===== config.mk =====
export PLATFORM = sky130hd
export DESIGN_NAME = sum_display_flat
export DESIGN_NICKNAME = d
export VERILOG_FILES = /design/src/rtl/sum_display_if.sv /design/src/rtl/sum_display.sv /design/src/flat_wrapper.sv
export SDC_FILE = /design/constraint.sdc
export NUM_CORES = 1
export LEC_CHECK = 0
export CAP_MARGIN = 20
export CORE_MARGIN = 5
export CORE_UTILIZATION = 35
export CTS_BUF_LIST = sky130_fd_sc_hd__clkbuf_8
export DETAILED_ROUTE_END_ITERATION = 10
export GPL_TIMING_DRIVEN = 1
export PLACE_DENSITY_LB_ADDON = 0.2
export SYNTH_ARGS = -nofsm -noshare
export SYNTH_HDL_FRONTEND = slang
export SYNTH_SLANG_ARGS = --single-unit
export TNS_END_PERCENT = 5

===== constraint.sdc =====
create_clock -name clk -period 2.2 [get_ports clk]
set_input_delay 0.22 -clock clk [delete_from_list [all_inputs] [get_ports clk]]
set_output_delay 0.22 -clock clk [all_outputs]
set_load 0.05 [all_outputs]

===== src/rtl/sum_display_if.sv =====
//------------------------------------------------------------------------------
// Module   : sum_display_if
// Purpose  : Bundles the adder-sum input and the 7-segment display pins of
//            sum_display into one interface.
// Signals  : sum  [4:0]  unsigned adder sum (0..31)
//            seg  [6:0]  segments {g,f,e,d,c,b,a}
//            dp          decimal point (always inactive)
//            an   [1:0]  digit enables, an[0] = units, an[1] = tens
//            busy        conversion in progress
// Modports : master - drives sum, observes the display pins
//            slave  - the display block (sum_display)
// Revision : 1.0 - initial release
//------------------------------------------------------------------------------
`default_nettype none

interface sum_display_if;
  logic [4:0] sum;
  logic [6:0] seg;
  logic       dp;
  logic [1:0] an;
  logic       busy;

  modport master (
    output sum,
    input  seg,
    input  dp,
    input  an,
    input  busy
  );

  modport slave (
    input  sum,
    output seg,
    output dp,
    output an,
    output busy
  );
endinterface

`default_nettype wire


===== src/rtl/sum_display.sv =====
//------------------------------------------------------------------------------
// Module   : sum_display
// Purpose  : Converts the 5-bit adder sum into two decimal digits with a
//            sequential subtract-by-ten machine and scans them onto a
//            two-digit multiplexed 7-segment display. Tens digit is blanked
//            when zero.
// Ports    : clk          system clock, rising edge
//            rst          asynchronous active-high reset
//            bus (slave)  sum in; seg/dp/an/busy out (see sum_display_if)
// Params   : REFRESH_DIV  cycles per digit before the scan advances (>= 2)
//            SEG_ACT_LOW  1 = active-low segments/anodes, 0 = active-high
// Revision : 1.0 - initial release
//------------------------------------------------------------------------------
`default_nettype none

module sum_display #(
  parameter int REFRESH_DIV = 50000,
  parameter bit SEG_ACT_LOW = 1'b1
) (
  input  logic         clk,
  input  logic         rst,
  sum_display_if.slave bus
);

  localparam int               c_cnt_w   = $clog2(REFRESH_DIV);
  localparam logic [c_cnt_w-1:0] c_cnt_max = c_cnt_w'(REFRESH_DIV - 1);
  // XOR masks that turn the internal active-low encoding into pin polarity
  localparam logic [6:0]       c_seg_pol = SEG_ACT_LOW ? 7'b0000000 : 7'b1111111;
  localparam logic [1:0]       c_an_pol  = SEG_ACT_LOW ? 2'b00 : 2'b11;
  localparam logic [6:0]       c_seg_off = 7'b1111111;
  localparam logic [6:0]       c_seg_0   = 7'b1000000;

  typedef enum logic [1:0] {
    S_IDLE = 2'd0,
    S_CONV = 2'd1,
    S_LOAD = 2'd2
  } state_t;

  state_t       r_state;
  state_t       w_state_nxt;

  logic [4:0]   r_rem;
  logic [1:0]   r_tens_acc;
  logic [4:0]   r_last_sum;
  logic         r_stale;
  logic [1:0]   r_tens_disp;
  logic [3:0]   r_units_disp;

  logic [c_cnt_w-1:0] r_refresh_cnt;
  logic         r_digit_sel;   // 0 = units, 1 = tens
  logic [6:0]   r_seg;
  logic [1:0]   r_an;

  logic         w_need_conv;
  logic         w_rem_ge10;
  logic [3:0]   w_digit;
  logic         w_blank;
  logic [6:0]   w_seg_al;
  logic [1:0]   w_an_al;

  // Active-low 7-segment pattern {g,f,e,d,c,b,a}; codes above 9 are blank
  function automatic logic [6:0] f_dec7(input logic [3:0] d);
    logic [6:0] s;
    case (d)
      4'd0:    s = 7'b1000000;
      4'd1:    s = 7'b1111001;
      4'd2:    s = 7'b0100100;
      4'd3:    s = 7'b0110000;
      4'd4:    s = 7'b0011001;
      4'd5:    s = 7'b0010010;
      4'd6:    s = 7'b0000010;
      4'd7:    s = 7'b1111000;
      4'd8:    s = 7'b0000000;
      4'd9:    s = 7'b0010000;
      default: s = 7'b1111111;
    endcase
    return s;
  endfunction

  // A conversion is needed after reset (stale) or whenever the sum differs
  // from the last captured value; changes seen while busy are picked up here.
  assign w_need_conv = r_stale || (bus.sum != r_last_sum);
  assign w_rem_ge10  = (r_rem >= 5'd10);

  //--------------------------------------------------------------------------
  // Conversion state machine
  //--------------------------------------------------------------------------
  always_ff @(posedge clk or posedge rst) begin
    if (rst) begin
      r_state <= S_IDLE;
    end else begin
      r_state <= w_state_nxt;
    end
  end

  always_comb begin
    w_state_nxt = r_state;
    case (r_state)
      S_IDLE:  if (w_need_conv) w_state_nxt = S_CONV;
      S_CONV:  if (!w_rem_ge10) w_state_nxt = S_LOAD;
      S_LOAD:  w_state_nxt = S_IDLE;
      default: w_state_nxt = S_IDLE;
    endcase
  end

  always_ff @(posedge clk or posedge rst) begin
    if (rst) begin
      r_rem        <= 5'd0;
      r_tens_acc   <= 2'd0;
      r_last_sum   <= 5'd0;
      r_stale      <= 1'b1;
      r_tens_disp  <= 2'd0;
      r_units_disp <= 4'd0;
    end else begin
      case (r_state)
        S_IDLE: begin
          if (w_need_conv) begin
            r_rem      <= bus.sum;
            r_tens_acc <= 2'd0;
            r_last_sum <= bus.sum;
            r_stale    <= 1'b0;
          end
        end
        S_CONV: begin
          if (w_rem_ge10) begin
            r_rem      <= r_rem - 5'd10;
            r_tens_acc <= r_tens_acc + 2'd1;
          end
        end
        S_LOAD: begin
          // rem < 10 here, so its upper bit is always zero
          r_tens_disp  <= r_tens_acc;
          r_units_disp <= r_rem[3:0];
        end
        default: ;
      endcase
    end
  end

  assign bus.busy = (r_state != S_IDLE);

  //--------------------------------------------------------------------------
  // Display scan
  //--------------------------------------------------------------------------
  assign w_digit  = r_digit_sel ? {2'b00, r_tens_disp} : r_units_disp;
  assign w_blank  = r_digit_sel && (r_tens_disp == 2'd0);
  assign w_seg_al = w_blank ? c_seg_off : f_dec7(w_digit);
  // Exactly one anode is selected, derived from a single select bit
  assign w_an_al  = r_digit_sel ? 2'b01 : 2'b10;

  always_ff @(posedge clk or posedge rst) begin
    if (rst) begin
      r_refresh_cnt <= '0;
      r_digit_sel   <= 1'b0;
      r_seg         <= c_seg_0 ^ c_seg_pol;
      r_an          <= 2'b10 ^ c_an_pol;
    end else begin
      if (r_refresh_cnt == c_cnt_max) begin
        r_refresh_cnt <= '0;
        r_digit_sel   <= ~r_digit_sel;
      end else begin
        r_refresh_cnt <= r_refresh_cnt + 1'b1;
      end
      r_seg <= w_seg_al ^ c_seg_pol;
      r_an  <= w_an_al ^ c_an_pol;
    end
  end

  assign bus.seg = r_seg;
  assign bus.an  = r_an;
  assign bus.dp  = SEG_ACT_LOW;

endmodule

`default_nettype wire


===== src/flat_wrapper.sv =====
// flat-port wrapper written by rule: the top's interface ports become plain ports
module sum_display_flat 
#(
  parameter int REFRESH_DIV = 50000,
  parameter bit SEG_ACT_LOW = 1'b1
)
  (clk, rst, bus_sum, bus_seg, bus_dp, bus_an, bus_busy);
  sum_display_if bus_i ();
  input  logic clk;
  input  logic rst;
  input wire logic [$bits(bus_i.sum)-1:0] bus_sum;
  output wire logic [$bits(bus_i.seg)-1:0] bus_seg;
  output wire logic [$bits(bus_i.dp)-1:0] bus_dp;
  output wire logic [$bits(bus_i.an)-1:0] bus_an;
  output wire logic [$bits(bus_i.busy)-1:0] bus_busy;
  assign bus_i.sum = bus_sum;
  assign bus_seg = bus_i.seg;
  assign bus_dp = bus_i.dp;
  assign bus_an = bus_i.an;
  assign bus_busy = bus_i.busy;
  sum_display #(.REFRESH_DIV(REFRESH_DIV), .SEG_ACT_LOW(SEG_ACT_LOW)) u_core (.clk(clk), .rst(rst), .bus(bus_i));
endmodule

**Yosys cells after proc, flatten, opt, wreduce, memory -nomap -nowiden**

Memory sizes are Yosys's and may differ from the RTL's.
Index checks and enable logic that the tools add are counted.
Widths: inputs -> output; s select.

- Bits in registers: 47
- Bits in read-only memories: 112
- Word-level logic and storage cells: 46
- Memories: 1
- Output and inout bits: 11
- Input port bits: 7

Memories:

| memory | depth | bits a word | rd ports | clocked after memory_dff | wr ports | RTL line | RTL |
|---|---|---|---|---|---|---|---|
| (no name shown) | 16 | 7 | 1 | 0 | 0 | sum_display.sv:64 | `case (d)` |

- Muxes and demuxes: 13
- Bitwise gates (word level): 1
- Eq/ne operators: 7
- Add/sub/neg operators: 3
- Reduce and logical (&&, ||, !) cells: 9
- Magnitude comparators: 1

Operators with widths:

| cell | number |
|---|---|
| $add 16x1->16 const B | 1 |
| $eq 16x16->1 const B | 1 |
| $mux 16 | 1 |
| $mux 2 | 5 |
| $mux 5 | 2 |
| $pmux 5 s2 | 1 |
| $pmux 2 s2 | 2 |
| $mux 7 | 1 |
| $ge 5x4->1 const B | 1 |
| $ne 5x5->1 | 1 |
| $sub 5x4->5 const B | 1 |
| $logic_not 2->1 | 2 |
| $mux 4 | 1 |
| $ne 2x1->1 const B | 2 |
| $reduce_and 2->1 | 2 |
| $reduce_bool 2->1 | 2 |
| $reduce_and 3->1 | 1 |
| $add 2x1->2 const B | 1 |
| $eq 2x1->1 const B | 1 |
| $eq 2x2->1 const B | 1 |
| $ne 2x2->1 const B | 1 |
| $logic_and 1x1->1 | 1 |
| $logic_or 1x1->1 | 1 |
| $not 1->1 | 1 |

**Longest topological paths before layout**

- Depth in word-level cells: 4
- Depth in mapped cells: 8
- Mapped depth without buffers: 7

**Worst setup path before layout**

OpenSTA, ideal clock, no wires.

- Path type: reg2reg
- Start point: reg u_core.r_state[1]
- End point: reg u_core.r_rem[0]
- Arrival time: 1.799 ns
- Path slack: 0.274 ns
- Setup time: 0.128 ns
- Data required time: 2.072 ns
- Clock period less this slack: 1.926 ns
- Path buffers: 1
- Stages on the path, launching flop included: 6
- Cell sequence: dfrtp_1 -> clkbuf_1 -> nor2_1 -> clkinv_1 -> a21oi_1 -> mux2_1

- Longest elaborated chain between the ends: 3
- Elaborated cells between the ends (all ways): 7
- Classes of those cells: eq/ne (3); mux (1); reduce/logical (3)

RTL lines:

| what | RTL line | RTL |
|---|---|---|
| from (decl) | sum_display.sv:39 | `state_t r_state;` |
| from (signal assigned) | sum_display.sv:92 | `r_state <= w_state_nxt;` |
| $eq 2x1->1 or $logic_not 2->1 (tied branches) | sum_display.sv:115 | `case (r_state)` |
| $ne 2x1->1 (no line) or $reduce_bool 2->1 (tied branches) | - |  |
| $reduce_and 3->1 (no line) | - |  |
| to (signal assigned) | sum_display.sv:118 | `r_rem <= bus.sum;` |
| to (signal assigned) | sum_display.sv:126 | `r_rem <= r_rem - 5'd10;` |
| to (decl) | sum_display.sv:42 | `logic [4:0] r_rem;` |

Parallel ways exist; a longest one is shown, timed or not.
A chain may end at the register's enable or synchronous reset.

**Final worst setup path**

- Start point: reg u_core.r_state[1]
- End point: out bus_busy

- Longest elaborated chain between the ends: 1

RTL lines:

| what | RTL line | RTL |
|---|---|---|
| $reduce_bool 2->1 | sum_display.sv:140 | `assign bus.busy = (r_state != S_IDLE);` |
| to (decl) | flat_wrapper.sv:15 | `output wire logic [$bits(bus_i.busy)-1:0] bus_busy;` |

Every way passes these cells.

==> run summary <==
## Outcome
• finished, final reports clean — status

## Place
• 273 ps — post-place setup slack
• 0.820 — weighted congestion reported at the end of routability-driven placement
• 16 — number of port buffers
• 3.18 mm — DP Wirelength

## CTS
• 5 — number of clock buffers inserted by TritonCTS
• 2 — maximum root-to-sink buffer count
• clkbuf_8 — CTS root buf
• 90 ps — clock edge transition at the registers on the reported setup and hold paths
• 300 ps — source-to-sink clock delay at the later pin of the worst-skew pair
• 47 — number of sinks driven by the clock tree
• 0 — post-cts sizing count
• 0 — Post-CTS Hold Fix Bufs
• 0 — number of setup buffers added after CTS
• built — clock tree from TritonCTS
• 2 — H-tree lvl count

## Floorplan
• 92.1 um — floorplan die width
• 35.3% — effective utilization at floorplan
• 8490 sq um — die area
• 18 — number of I/O pins
• 6680 sq um — total core area
• 92.1 um — floorplan die height
• 30 — number of cell rows

## Logic synthesis
• dfrtp_1 — Yosys top cell by area
• dfrtp_1 — most used standard cell by instance count after synthesis
• 0 — number of synthesized flops with an enable pin
• 47 — synthesized flop and latch total
• dfrtp_1 (44), nor2_1 (20), nand2_1 (14) — commonest cells in the netlist
• 51 — number of distinct standard cells referenced by the synthesized netlist
• 223 — instance count of the mapped netlist
• 46.6% — proportion of netlist area held by the largest area contributor
• 10.6 sq um — post-synthesis area per instance
• 2360 sq um — area of the mapped netlist
• dfrtp_1 (47%), xor2_1 (4.8%), mux2_2 (3.8%), ha_1 (3.7%), dfstp_2 (3.3%) — cell types with the largest area share after synthesis
• dfrtp_1 — most frequently used flop master after synthesis
• 100% — proportion of synthesized flip-flops having asynchronous set or reset
• 50.0% — part of the Yosys area used for sequential elements
• 237 — Mapped Nets
• 0 — number of warnings printed during yosys synthesis

## STA
• 1990 ps — post-route minimum period
• 208 ps — final setup margin
• 90.5% — post-route clock period utilization
• 509 ps — worst slew pin tran
• 0 — Final Max Tran Viols
• false — setup repair after global routing missed its margin
• 0 — final-report setup violation count
• 0 — Hold Fails Final Rpt
• 65.7% — tightest slew margin relative to the limit
• 0 ps — setup TNS
• 13.6 ps — final clock skew
• 0.502 GHz — Highest Clock Rate

## Detailed routing
• 1633 — detailed-route via count
• 4.34 mm — final wirelength
• 4 — number of iterations in the first detailed-routing pass
• 4.99 — Via-to-Cell Ratio
• 0 — count of unresolved DRC violations after routing
• 0 — post-route antenna net violation count
• 60 — violation count after the first detailed-routing iteration
• 13.3 um — average wire length per cell after detail routing

## Job
• 0 — Max Cap Violations

## Finish
• 670 — count of filler cells inserted in the layout
• 40.6% — utilization after layout
• 14.9% — post-synthesis to final-layout area growth
• 14.6% — layout cells sized above 1
• 0 — # diodes
• 260 — layout net count

## Worst setup path
• nor2_1 -> clkinv_1 -> clkdlybuf4s50_1 — list of cells traversed by the critical path
• 3 — maximum fanout encountered on the critical timing path
• flip-flop — Critical Path Source Type
• output port — Crit. End Element
• 6 — FF-to-FF path depth
• 1980 ps — data required time of the critical path
• flip-flop to output port — critical setup path kind
• 1770 ps — Arrival @ worst endpoint
• clkdlybuf4s50_1 — highest-delay cell along the critical path
• 720 ps — maximum cell stage delay along the critical path

## Global route
• 19 — maximum number of pins on one net before global-route repair
• 3.04% — met3 track utilization from global routing
• met2 — grt peak-use layer
• 11.2% — global-route usage over all layers
• 1662 — number of global-route vias before repair
• 0 — initial antenna violation count
• 7.74 mm — first-pass GRT wire length
• 17.6% — met2 capacity usage during global routing
• 0 — GRT Residual Overflow
• 14.5% — GR Util met1

## Worst hold path
• input pin to asynchronous set/reset pin — path class of the lowest-slack min-delay path

## Pwr
• 1210 nW/um^2 — power density of the placed cells
• 1.22 nW — Leak Pwr
• 0.546 mV — peak supply drop

==> metal layers <==
| metal | vias to the layer above | share of wire (%) |
|---|---|---|
| met5 | - | 0 |
| met4 | 0 | 1.8 |
| met3 | 10 | 3.8 |
| met2 | 32 | 46 |
| met1 | 774 | 49 |
| li1 | 817 | - |
==> layout by cell type, fill, tap and decap left out, types with 3 or more instances in the layout <==
master	count
a211o_1	3
a211oi_1	3
a21o_1	3
a21oi_1	9
and3_1	3
buf_4	6
clkbuf_8	5
clkdlybuf4s50_1	16
dfrtp_1	44
dfstp_2	3
ha_1	7
inv_1	13
mux2_2	8
mux2i_1	3
nand2_1	14
nand2b_1	4
nand3_1	5
nand4_1	3
nor2_1	20
nor2b_1	5
nor3_1	5
o21ai_0	12
or3_1	3
xnor2_1	5
xor2_1	13
==> cell type report <==
type                       instances  area [sq um]  area share (%)
tap                               80           100            3.69
multi-input combinational        158          1100            40.6
clock buffer                       5          68.8            2.54
sequential                        47          1180            43.5
clock inverter                     3          11.3           0.415
inverter                          12          45.0            1.66
timing repair buffer              22           205            7.56
==> registers in the layout (all words and copies together) (netlist names), 4 cells and up <==
name,cells
u_core.r_refresh_cnt,16
u_core.r_rem,5
u_core.r_last_sum,5
u_core.r_units_disp,4
u_core.bus.seg,7
==> path summary, 6_finish.rpt <==
kind | startpoint | to | slack [ps]
max in group asynchronous | rst | u_core.bus.seg[6] | 1370
min reg2reg | u_core.r_digit_sel | u_core.bus.an[0] | 510
max reg2reg | u_core.r_rem[1] | u_core.r_rem[1] | 400
min | rst | u_core.r_refresh_cnt[2] | 210
min in group clk | u_core.r_digit_sel | u_core.bus.an[0] | 510
max | u_core.r_state[1] | bus_busy | 210
==> power by group <==
part	leakage (nW)	switching, mW	internal (mW)
clock network	0.0519	0.275	0.213
logic	0.577	0.856	0.645
registers	0.587	0.184	1.11
==> metrics by stage <==
step / hold WS, ps / power, mW / std cells / cell area (sq um)
global placement: 496 / 2.82 / 319 / 2630
detailed placement: 500 / 2.82 / 319 / 2630
CTS: 231 / 3.33 / 327 / 2710
global route: 250 / 3.55 / 327 / 2710
finish: 210 / 3.28 / 327 / 2710
floorplan: 344 / 2.42 / 223 / 2360
==> kinds of logic (layout without fill, tap and decap cells) <==
logic type / after synthesis / count (layout) / share of synthesized area (%)
AND/OR/NAND/NOR: 78 / 78 / 18.8
flip-flops: 47 / 47 / 50.0
AO/OA/AOI/OAI: 42 / 42 / 11.8
XOR/XNOR: 18 / 18 / 6.68
buffers and inverters: 18 / 42 / 3.34
multiplexers: 12 / 12 / 5.56
adder cells (fa/ha/maj): 7 / 7 / 3.71
other: 1 / 1 / 0.159
==> worst max-delay path, delay by kind of cell, from the launching register on <==
| family | cells | cell delay (ps) |
|---|---|---|
| buffers and inverters | 2 | 840 |
| flip-flops | 1 | 410 |
| AND/OR/NAND/NOR | 1 | 230 |
(Power assumes the default switching activity.)
